$ cat src/rtl/png_pkg.sv
// Shared PNG encoder definitions: zlib wrapper state encoding, zlib header
// constants, the Adler-32 modulus and the FCHECK helper.
package png_pkg;

    typedef enum logic [2:0] {
        ST_IDLE     = 3'd0,
        ST_HDR0     = 3'd1,
        ST_HDR1     = 3'd2,
        ST_DATA     = 3'd3,
        ST_WAIT_ADL = 3'd4,
        ST_TRL      = 3'd5,
        ST_DONE     = 3'd6
    } zlib_state_t;

    localparam logic [3:0]  ZLIB_CM_DEFLATE = 4'd8;
    localparam int unsigned ADLER_MOD       = 65521;

    // FCHECK makes the big-endian 16-bit header word a multiple of 31 (FDICT = 0).
    function automatic logic [4:0] zlib_fcheck(input logic [7:0] cmf, input logic [1:0] flevel);
        int unsigned rem;
        rem = (32'(cmf) * 32'd256 + 32'(flevel) * 32'd64) % 32'd31;
        return 5'((32'd31 - rem) % 32'd31);
    endfunction

endpackage

$ cat src/rtl/png_zlib_wrap.sv
// Wraps a raw DEFLATE byte stream into a zlib stream: CMF/FLG header, deflate
// bytes, big-endian Adler-32 trailer. Optional macro PNG_ZLIB_BYTE_CNT_EN adds
// an output byte counter (zlib_byte_cnt) for the IDAT length field.
module png_zlib_wrap
    import png_pkg::*;
#(
    parameter int WINDOW_LOG = 15,
    parameter int FLEVEL     = 0
) (
    input  logic        clk,
    input  logic        rstn,
    input  logic        zlib_start,
    input  logic        zlib_abort,
    output logic        adler32_init,
    input  logic [31:0] adler32_in,
    input  logic        adler32_fin,
    input  logic [7:0]  def_data,
    input  logic        def_vld,
    input  logic        def_last,
    output logic        def_rdy,
    output logic [7:0]  zlib_data,
    output logic        zlib_vld,
    output logic        zlib_last,
    input  logic        zlib_rdy,
    output logic        zlib_busy,
    output logic        zlib_done,
    output logic [2:0]  dbg_state
`ifdef PNG_ZLIB_BYTE_CNT_EN
    ,
    output logic [31:0] zlib_byte_cnt
`endif
);

    localparam logic [7:0] CMF = {4'(WINDOW_LOG - 8), ZLIB_CM_DEFLATE};
    localparam logic [7:0] FLG = {2'(FLEVEL), 1'b0, zlib_fcheck(CMF, 2'(FLEVEL))};

    // Handshakes: a byte moves when valid && ready in the same cycle; a source
    // holds data and valid stable until then. def_rdy is combinational.
    zlib_state_t r_state;
    zlib_state_t w_next_state;

    logic [7:0]  r_data;
    logic        r_vld;
    logic        r_last;
    logic [31:0] r_adler;
    logic        r_adl_got;
    logic [1:0]  r_trl_idx;
    logic        r_init;
    logic        r_done;

    logic        w_load_ok;
    logic        w_load;
    logic [7:0]  w_load_byte;
    logic        w_load_last;
    logic        w_init;
    logic        w_done;

    assign w_load_ok = !r_vld || zlib_rdy;

    always_ff @(posedge clk or negedge rstn) begin
        if (!rstn) begin
            r_state <= ST_IDLE;
        end else begin
            r_state <= w_next_state;
        end
    end

    always_comb begin
        w_next_state = r_state;
        w_load       = 1'b0;
        w_load_byte  = 8'h00;
        w_load_last  = 1'b0;
        w_init       = 1'b0;
        w_done       = 1'b0;
        def_rdy      = 1'b0;
        case (r_state)
            ST_IDLE: begin
                if (zlib_start) begin
                    w_init       = 1'b1;
                    w_next_state = ST_HDR0;
                end
            end
            ST_HDR0: begin
                if (w_load_ok) begin
                    w_load       = 1'b1;
                    w_load_byte  = CMF;
                    w_next_state = ST_HDR1;
                end
            end
            ST_HDR1: begin
                if (w_load_ok) begin
                    w_load       = 1'b1;
                    w_load_byte  = FLG;
                    w_next_state = ST_DATA;
                end
            end
            ST_DATA: begin
                def_rdy = w_load_ok;
                if (def_vld && w_load_ok) begin
                    w_load      = 1'b1;
                    w_load_byte = def_data;
                    if (def_last) begin
                        // A final Adler value arriving alongside def_last is latched this edge.
                        w_next_state = (r_adl_got || adler32_fin) ? ST_TRL : ST_WAIT_ADL;
                    end
                end
            end
            ST_WAIT_ADL: begin
                if (r_adl_got) begin
                    w_next_state = ST_TRL;
                end
            end
            ST_TRL: begin
                if (w_load_ok) begin
                    w_load = 1'b1;
                    case (r_trl_idx)
                        2'd0:    w_load_byte = r_adler[31:24];
                        2'd1:    w_load_byte = r_adler[23:16];
                        2'd2:    w_load_byte = r_adler[15:8];
                        default: w_load_byte = r_adler[7:0];
                    endcase
                    if (r_trl_idx == 2'd3) begin
                        w_load_last  = 1'b1;
                        w_next_state = ST_DONE;
                    end
                end
            end
            ST_DONE: begin
                if (r_vld && r_last && zlib_rdy) begin
                    w_done       = 1'b1;
                    w_next_state = ST_IDLE;
                end
            end
            default: w_next_state = ST_IDLE;
        endcase
        if (zlib_abort) begin
            w_next_state = ST_IDLE;
            w_load       = 1'b0;
            w_init       = 1'b0;
            w_done       = 1'b0;
        end
    end

    always_ff @(posedge clk or negedge rstn) begin
        if (!rstn) begin
            r_data    <= 8'h00;
            r_vld     <= 1'b0;
            r_last    <= 1'b0;
            r_adler   <= 32'h0;
            r_adl_got <= 1'b0;
            r_trl_idx <= 2'd0;
            r_init    <= 1'b0;
            r_done    <= 1'b0;
        end else begin
            r_init <= w_init;
            r_done <= w_done;
            if (zlib_abort) begin
                r_vld  <= 1'b0;
                r_last <= 1'b0;
            end else if (w_load) begin
                r_vld  <= 1'b1;
                r_data <= w_load_byte;
                r_last <= w_load_last;
            end else if (zlib_rdy) begin
                r_vld  <= 1'b0;
                r_last <= 1'b0;
            end
            if (r_state != ST_TRL) begin
                r_trl_idx <= 2'd0;
            end else if (w_load) begin
                r_trl_idx <= r_trl_idx + 2'd1;
            end
            // Last adler32_fin within a stream wins; IDLE ignores it.
            if (zlib_abort || w_init) begin
                r_adl_got <= 1'b0;
            end else if (r_state != ST_IDLE && adler32_fin) begin
                r_adler   <= adler32_in;
                r_adl_got <= 1'b1;
            end
        end
    end

`ifdef PNG_ZLIB_BYTE_CNT_EN
    logic [31:0] r_byte_cnt;

    always_ff @(posedge clk or negedge rstn) begin
        if (!rstn) begin
            r_byte_cnt <= 32'h0;
        end else if (w_init) begin
            r_byte_cnt <= 32'h0;
        end else if (r_vld && zlib_rdy) begin
            r_byte_cnt <= r_byte_cnt + 32'd1;
        end
    end

    assign zlib_byte_cnt = r_byte_cnt;
`endif

    assign zlib_data    = r_data;
    assign zlib_vld     = r_vld;
    assign zlib_last    = r_last;
    assign adler32_init = r_init;
    assign zlib_done    = r_done;
    assign zlib_busy    = (r_state != ST_IDLE);
    assign dbg_state    = r_state;

endmodule

$ cat config.mk
export PLATFORM = sky130hd
export DESIGN_NAME = png_zlib_wrap
export DESIGN_NICKNAME = d
export VERILOG_FILES = /design/src/rtl/png_pkg.sv /design/src/rtl/png_zlib_wrap.sv
export SDC_FILE = /design/constraint.sdc
export NUM_CORES = 1
export LEC_CHECK = 0
export CAP_MARGIN = 40
export CORE_MARGIN = 2
export CORE_UTILIZATION = 49
export CTS_CLUSTER_DIAMETER = 120
export DETAILED_ROUTE_END_ITERATION = 8
export PLACE_DENSITY = 0.8
export SYNTH_ARGS = -nofsm -noshare
export SYNTH_HDL_FRONTEND = slang
export SYNTH_SLANG_ARGS = --single-unit
$ cat constraint.sdc
create_clock -name clk -period 1.9 [get_ports clk]
set_input_delay 0.38 -clock clk [delete_from_list [all_inputs] [get_ports clk]]
set_output_delay 0.38 -clock clk [all_outputs]
set_load 0.01 [all_outputs]
==> impl_metrics.yaml, run 1 <==
yosys:
  syn_area_per_cell_um2: 12.1
  seq_area_frac_synth_pct: 49.6
  syn-instance-count: 208
  synth-xor-area-share_pct: 0.694
  synth_compound_area_share_pct: 13.0
  netlist.area_leader.share_pct: 49.6
  netlist_area_um2: 2520
  synth_cell_type_count: 38
  synth-adder-area-share_pct: 1.98
  syn-num-nets: 260
  synth-seq-cells: 50
  synthTopCellsByArea: "dfrtp_1, mux2_4, nand2_1, a222oi_1, buf_12"
  synth_edf_count: 0
  synth_top_family_by_area: "multiplexers"
  muxShareOfSynthArea_pct: 19.1
  ys_warn_count: 0
  synth_top_area_cell: "dfrtp_1"
  yosysMostFrequentCell: "dfrtp_1"
  ys.flop_type: "dfrtp_1"
  yosys-top-cells-count: "dfrtp_1, mux2_4, nand2_1, nor2_1"
  async_flop_share_pct: 100
  synth_simple_gate_area_share_pct: 10.3
timing:
  relSlewSlack_pct: 70.7
  post-route-min-period_ps: 1830
  finClkSkew_ps: 8.17
  max_freq_ghz: 0.546
  tightest_slew_ps: 439
  finalSetupViolCount: 0
  post-route-period-util_pct: 96.4
  hold_violations: 0
  rsz0062_at_grt: "yes"
  maxSlewViolCount: 0
  fin_ws_ps: 67.6
placement:
  gp_congestion: 0.884
  place_hpwl_mm: 4.22
  preCtsSetupSlack_ps: -74.6
  dp_cells: 348
  dpl_cell_area_um2: 3310
  port-buffer-count: 64
floorplan:
  coreArea_um2: 5040
  die_area_um2: 5740
  start_util_pct: 50.0
  io_pins: 65
  fp.dieW_um: 75.8
  fp.dieH_um: 75.8
  rows: 26
power:
  power_density_nw_per_um2: 1280
  seq_power_share_pct: 41.6
  comb_power_share_pct: 44.1
  vdd_ir_drop_max_mv: 0.759
  p_leak_nw: 1.50
  power_mw: 4.42
  switching_share_pct: 30.9
  p_sw_mw: 1.37
  power_frac_clock_pct: 14.2
  p_int_mw: 3.05
worst_setup_path:
  arrival_ps: 1450
  path_delay_family: "flip-flops"
  crit_type: "reg2out"
  slowest_delay_ps: 440
  critPathCaptureType: "primary output"
  critPathMaxFanout: 4
  path_buf_inv: 1
  worstPathRequired_ps: 1520
  crit_slowest_cell: "dfrtp_1"
  path_cells: "or3_4, dlygate4sd2_1"
  start_kind: "register"
run_status:
  status: "complete, no violations"
route:
  postRouteAntennaNets: 0
  firstDrtPassIters: 4
  drt_first_iter_violations: 146
  drc: 0
  vias_per_cell: 5.33
  wl_per_cell_um: 15.8
  vias: 1924
  routed_wirelength_mm: 5.70
grt:
  grt_usage_pct: 21.9
  grt_start_max_net_pins: 51
  overflow: 0
  antenna_found_initial: 0
  grt_first_pass_wirelength_mm: 9.31
  grt_pass1_vias: 1969
cts:
  cts.sinks: 50
  cts_tree: "yes"
  cts-htree-levels: 2
  cts_inserted_buffers: 5
  clk_latency_ps: 300
  cts_buffer_depth: 2
  path_clk_slew_ps: 90
  cts-root-buf: "clkbuf_8"
min_path:
  hold_class: "in2async"
layout:
  num_antenna_cells: 0
  final_util_pct: 68.5
  area_delta_synth_final_pct: 37.0
  design_area_um2: 3460
  drive_above_1_share_pct: 24.4
  instances_no_fill: 361
  nets: 342
job:
  maxCapViolCount: 0
[layout make-up]
cell class	instances	area [um^2]
inverter	5	18.8
sequential	50	1250
clock buffer	7	86.3
clock inverter	1	5.00
tap	70	87.6
multi-input combinational	140	1150
fill	381	1590
timing repair buffer	88	852
[layer usage]
metal | GRT usage, % | wire [um]
met4 | 5.85 | 90
met3 | 4.50 | 264
met5 | 0 | 0
met2 | 36.8 | 2830
met1 | 28.9 | 2510
[power groups by stage]
stage          clock network, mW  registers, mW  logic (mW)
2_1_floorplan                  0           1.82        1.23
3_3_place_gp                   0           1.83        1.87
3_5_place_dp                   0           1.85        1.93
4_1_cts                    0.645           1.84        1.95
5_1_grt                    0.689           1.89        2.12
6_report                   0.628           1.84        1.95
[state kept, by name (all words and copies together), names as in the netlist]
register / count
adler32_init: 1
dbg_state: 3
r_adl_got: 1
r_adler: 32
r_trl_idx: 2
zlib_data: 8
zlib_done: 1
zlib_last: 1
zlib_vld: 1
[layout by cell type, fill, tap and decap left out, types with 3 or more instances in the layout]
| master | synthesis | layout |
|---|---|---|
| a211oi_1 | 3 | 3 |
| a21oi_1 | 5 | 5 |
| a221oi_1 | 3 | 3 |
| a222oi_1 | 8 | 8 |
| a31oi_1 | 6 | 6 |
| buf_12 | 3 | 3 |
| buf_4 | 0 | 21 |
| clkbuf_8 | 0 | 6 |
| clkdlybuf4s50_1 | 0 | 59 |
| dfrtp_1 | 50 | 50 |
| dlygate4sd2_1 | 0 | 3 |
| inv_1 | 4 | 4 |
| mux2_4 | 30 | 30 |
| nand2_1 | 22 | 21 |
| nand2b_1 | 4 | 4 |
| nand3_1 | 3 | 3 |
| nor2_1 | 16 | 16 |
| o211ai_1 | 6 | 6 |
| o21ai_0 | 8 | 8 |
[kinds of logic after synthesis]
kind of cell,after synthesis
buffers and inverters,18
AO/OA/AOI/OAI,45
adder cells (fa/ha/maj),4
AND/OR/NAND/NOR,56
multiplexers,33
XOR/XNOR,2
flip-flops,50
[what timing repair did]
| action | 4_1_cts | 5_1_grt |
|---|---|---|
| hold endpoints to repair | 0 | 0 |
| setup endpoints to repair | 2 | 6 |
| setup buffers | 3 | 2 |
| hold buffers | 0 | 0 |
| resized for setup | 6 | 3 |
| pin swaps | 0 | 1 |
[worst paths after layout]
path | from | end | slack, ps | cells past startpoint
min in group clk | zlib_data[0]$_DFFE_PN0P_ | zlib_data[0]$_DFFE_PN0P_ | 500 | 1
hold reg to reg | zlib_data[0]$_DFFE_PN0P_ | zlib_data[0]$_DFFE_PN0P_ | 500 | 1
setup / recovery | dbg_state[2]$_DFFE_PN0P_ | zlib_busy | 70 | 2
setup reg to reg | dbg_state[2]$_DFFE_PN0P_ | dbg_state[0]$_DFFE_PN0P_ | 120 | 7
max in group asynchronous | rstn | zlib_data[6]$_DFFE_PN0P_ | 1620 | 2
hold / removal | rstn | dbg_state[0]$_DFFE_PN0P_ | 40 | 2
[stage by stage]
stage,TNS [ps],hold WS [ps]
2_1_floorplan,0,84.4
3_3_place_gp,-29.3,387
3_5_place_dp,-193,389
4_1_cts,0,54.0
5_1_grt,-31.8,54.9
6_report,0,43.1
Power figures use the tool's default switching activity.
==> run 2: changes to the inputs <==
==> constraint.sdc (replaced) <==
create_clock -name clk -period 2.1 [get_ports clk]
set_input_delay 0.42 -clock clk [delete_from_list [all_inputs] [get_ports clk]]
set_output_delay 0.42 -clock clk [all_outputs]
set_load 0.01 [all_outputs]
==> impl_metrics.yaml, run 2 (synthesis results as in run 1) <==
power:
  p_int_mw: 2.68
  power_mw: 3.90
  p_leak_nw: 1.46
  vdd_ir_drop_max_mv: 0.571
  seq_power_share_pct: 43.0
  power_density_nw_per_um2: 1160
  power_frac_clock_pct: 13.5
  comb_power_share_pct: 43.5
  p_sw_mw: 1.22
  switching_share_pct: 31.3
timing:
  rsz0062_at_grt: "no"
  hold_violations: 0
  finClkSkew_ps: 11.1
  finalSetupViolCount: 0
  fin_ws_ps: 156
  post-route-min-period_ps: 1940
  maxSlewViolCount: 0
  relSlewSlack_pct: 61.0
  max_freq_ghz: 0.514
  post-route-period-util_pct: 92.6
  fin_tns_setup_ps: 0
  tightest_slew_ps: 585
layout:
  nets: 334
  fillers: 400
  final_cell_mix: "clkdlybuf4s50_1, dfrtp_1, mux2_4, nand2_1, nor2_1"
  instances_no_fill: 352
  mostFrequentLayoutCell: "clkdlybuf4s50_1"
  seqCellArea_um2: 1250
  largest_reg_flops: 32
  area_delta_synth_final_pct: 33.5
  multi_input_area_um2: 1140
  final_util_pct: 66.8
  largest-register: "r_adler"
  num_antenna_cells: 0
  drive_above_1_share_pct: 22.0
worst_setup_path:
  critPathCaptureType: "primary output"
  arrival_ps: 1520
  worst_path_most_repeated_cell: "buf_4"
  path_cells: "buf_4, buf_4, clkdlybuf4s50_1"
  path_buf_inv: 3
  path_delay_family: "buffers and inverters"
  start_kind: "register"
  critPathMaxFanout: 10
  crit_slowest_cell: "clkdlybuf4s50_1"
  worstPathRequired_ps: 1680
  crit_type: "reg2out"
  slowest_delay_ps: 540
grt:
  grt_usage_pct: 21.9
  grt_first_pass_wirelength_mm: 9.16
  grt_start_max_net_pins: 33
  grt_pass1_vias: 1908
  overflow: 0
  antenna_found_initial: 0
run_status:
  status: "complete, no violations"
cts:
  cts-htree-levels: 2
  cts_buffer_depth: 2
  clk_latency_ps: 300
  cts.sinks: 50
  cts_tree: "yes"
  hold_buffers: 0
  cts_inserted_buffers: 5
  cts-root-buf: "clkbuf_8"
  path_clk_slew_ps: 90
route:
  drt_first_iter_violations: 125
  firstDrtPassIters: 5
  drc: 0
  wl_per_cell_um: 16.1
  vias_per_cell: 5.49
  vias: 1931
  postRouteAntennaNets: 0
  routed_wirelength_mm: 5.68
floorplan:
  io_pins: 65
  coreArea_um2: 5040
  die_area_um2: 5740
  fp.dieH_um: 75.8
  rows: 26
  start_util_pct: 50.0
  fp.dieW_um: 75.8
placement:
  preCtsSetupSlack_ps: 80.1
  dp_cells: 342
  gp_congestion: 0.845
  port-buffer-count: 64
  place_hpwl_mm: 4.17
job:
  maxCapViolCount: 0
min_path:
  hold_class: "in2async"
[run 2: routing by layer]
metal,GRT usage [%],wire [um]
met5,0,0
met2,36.1,2860
met3,4.23,294
met4,9.94,160
met1,27.8,2370
[run 2: final timing paths]
kind                                           from                       end  slack [ps]  cells past startpoint
setup reg to reg           r_trl_idx[0]$_DFFE_PN0P_  zlib_data[1]$_DFFE_PN0P_         250                      6
hold / removal                                 rstn    adler32_init$_DFF_PN0_         110                      1
setup / recovery           dbg_state[1]$_DFFE_PN0P_              dbg_state[1]         160                      3
max in group asynchronous                      rstn  dbg_state[0]$_DFFE_PN0P_        1440                      2
hold reg to reg            zlib_data[0]$_DFFE_PN0P_  zlib_data[0]$_DFFE_PN0P_         510                      1
min in group clk           zlib_data[0]$_DFFE_PN0P_  zlib_data[0]$_DFFE_PN0P_         510                      1
[run 2: layout make-up]
type | count | share of cell area [%]
Tap cell | 70 | 2.60
Sequential cell | 50 | 37.2
Clock inverter | 2 | 0.297
Clock buffer | 5 | 2.04
Multi-Input combinational cell | 140 | 33.9
Timing Repair Buffer | 80 | 23.3
Inverter | 5 | 0.557
[run 2: power by group through the flow]
stage	Combinational, mW	Clock [mW]	Sequential (mW)
after global routing	1.84	0.574	1.73
after global placement	1.64	0	1.67
final	1.70	0.527	1.68
after detailed placement	1.69	0	1.69
after CTS	1.71	0.540	1.68
after floorplan	1.11	0	1.65
[run 2: per-stage QoR]
| step | hold slack (ps) | area [um^2] |
|---|---|---|
| floorplan | 124 | 2520 |
| global placement | 449 | 3260 |
| detailed placement | 457 | 3260 |
| CTS | 130 | 3360 |
| global route | 147 | 3370 |
| finish | 115 | 3370 |
[run 2: timing repair]
item                                    CTS  global route
resized for setup                         2             3
endpoints found under the setup margin    2             2
buffers inserted                          3             0
gates cloned                              0             0
==> run 3: changes to the inputs <==
--- a/config.mk
+++ b/config.mk
@@ -6,11 +6,11 @@
 export NUM_CORES = 1
 export LEC_CHECK = 0
 export CAP_MARGIN = 40
-export CORE_MARGIN = 2
 export CORE_UTILIZATION = 49
 export CTS_CLUSTER_DIAMETER = 120
 export DETAILED_ROUTE_END_ITERATION = 8
 export PLACE_DENSITY = 0.8
+export SKIP_CTS_REPAIR_TIMING = 1
 export SYNTH_ARGS = -nofsm -noshare
 export SYNTH_HDL_FRONTEND = slang
 export SYNTH_SLANG_ARGS = --single-unit
==> impl_metrics.yaml, run 3 (synthesis results as in run 1) <==
layout:
  drive_above_1_share_pct: 22.3
  largest_reg_flops: 32
  largest-register: "r_adler"
  area_delta_synth_final_pct: 33.5
  num_antenna_cells: 0
  final_cell_mix: "clkdlybuf4s50_1, dfrtp_1, mux2_4, nand2_1, nor2_1"
  nets: 334
  mostFrequentLayoutCell: "clkdlybuf4s50_1"
route:
  postRouteAntennaNets: 0
  wl_per_cell_um: 15.9
  vias: 1909
  vias_per_cell: 5.47
  drt_first_iter_violations: 186
  firstDrtPassIters: 4
  drc: 0
  routed_wirelength_mm: 5.55
worst_setup_path:
  arrival_ps: 2120
  crit_type: "reg2reg"
  crit_start: "r_trl_idx[0]$_DFFE_PN0P_"
  critPathMaxFanout: 8
  start_kind: "register"
  rrSetupSlack_ps: 190
  reg2reg_depth: 6
  crit_end: "zlib_data[2]$_DFFE_PN0P_"
  rr_endpoint: "zlib_data[2]$_DFFE_PN0P_"
  worstPathRequired_ps: 2310
  critPathCaptureType: "register"
  reg2reg_from: "r_trl_idx[0]$_DFFE_PN0P_"
cts:
  clk_latency_ps: 310
  cts_inserted_buffers: 5
  cts_tree: "yes"
  path_clk_slew_ps: 100
  cts-htree-levels: 2
  cts_buffer_depth: 2
  cts.sinks: 50
  cts-root-buf: "clkbuf_8"
run_status:
  status: "complete, no violations"
power:
  p_leak_nw: 1.45
  power_density_nw_per_um2: 1170
  power_mw: 3.95
  vdd_ir_drop_max_mv: 0.623
grt:
  grt_start_max_net_pins: 51
  overflow: 0
  grt_first_pass_wirelength_mm: 8.89
  grt_usage_pct: 22.5
  grt_pass1_vias: 1853
  antenna_found_initial: 0
floorplan:
  fp.dieH_um: 73.8
  rows: 25
  coreArea_um2: 4850
  start_util_pct: 52.0
  fp.dieW_um: 73.8
  die_area_um2: 5440
  io_pins: 65
timing:
  finClkSkew_ps: 10.7
  post-route-min-period_ps: 1910
  hold_violations: 0
  rsz0062_at_grt: "no"
  relSlewSlack_pct: 74.8
  tightest_slew_ps: 379
  post-route-period-util_pct: 91.0
  maxSlewViolCount: 0
  fin_tns_setup_ps: 0
  max_freq_ghz: 0.523
  finalSetupViolCount: 0
job:
  maxCapViolCount: 0
placement:
  place_hpwl_mm: 3.96
  port-buffer-count: 64
  gp_congestion: 0.865
min_path:
  hold_class: "in2async"
run 3: critical path: stages, from the launching register on:
cell	delay, ps
dfrtp_1	430
inv_1	90
ha_1	340
a222oi_1	440
o21ai_0	170
a221oi_1	260
nor2_1	70
run 3: routing by layer:
| metal | track usage [%] | share of wire [%] | vias up |
|---|---|---|---|
| met5 | 0 | 0 | - |
| met4 | 7.05 | 1.5 | 0 |
| met3 | 5.08 | 5.7 | 7 |
| met2 | 34.3 | 48 | 69 |
| met1 | 31.8 | 45 | 928 |
| li1 | - | - | 905 |
run 3: layout make-up:
| class | count | area [um^2] |
|---|---|---|
| fillers | 373 | 1480 |
| flip-flops and latches | 50 | 1250 |
| multi-input cells | 140 | 1140 |
| repair buffers | 80 | 786 |
| well taps | 67 | 83.8 |
| clock buffers | 5 | 68.8 |
| inverters | 5 | 18.8 |
| clock inverters | 2 | 13.8 |
run 3: worst min-delay path by stage:
| stage | startpoint | endpoint | slack (ps) | depth (start not counted) |
|---|---|---|---|---|
| after global placement | rstn | r_adler[22]$_DFFE_PN0P_ | 420 | 2 |
| after floorplan | rstn | adler32_init$_DFF_PN0_ | 120 | 0 |
| after global routing | rstn | r_adler[22]$_DFFE_PN0P_ | 100 | 2 |
| after CTS | rstn | r_adler[22]$_DFFE_PN0P_ | 100 | 2 |
| after detailed placement | rstn | r_adler[22]$_DFFE_PN0P_ | 430 | 2 |
| final | rstn | r_adler[28]$_DFFE_PN0P_ | 80 | 2 |
run 3: stage by stage:
stage | utilization [%] | area [um^2] | hold WS [ps] | instances | setup WS (ps)
finish | 69.5 | 3370 | 84.1 | 349 | 188
global route | 69.5 | 3370 | 95.3 | 349 | 1.62
CTS | 68.9 | 3340 | 95.4 | 347 | -95.8
detailed placement | 67.2 | 3260 | 431 | 340 | 86.0
global placement | 67.2 | 3260 | 421 | 340 | 92.4
floorplan | - | 2520 | 124 | 208 | 266
run 3: where the power goes:
group	internal (mW)	total, mW	switching (mW)
combinational	1.07	1.69	0.624
clock	0.231	0.565	0.334
sequential	1.39	1.69	0.295
total	2.70	3.95	1.25
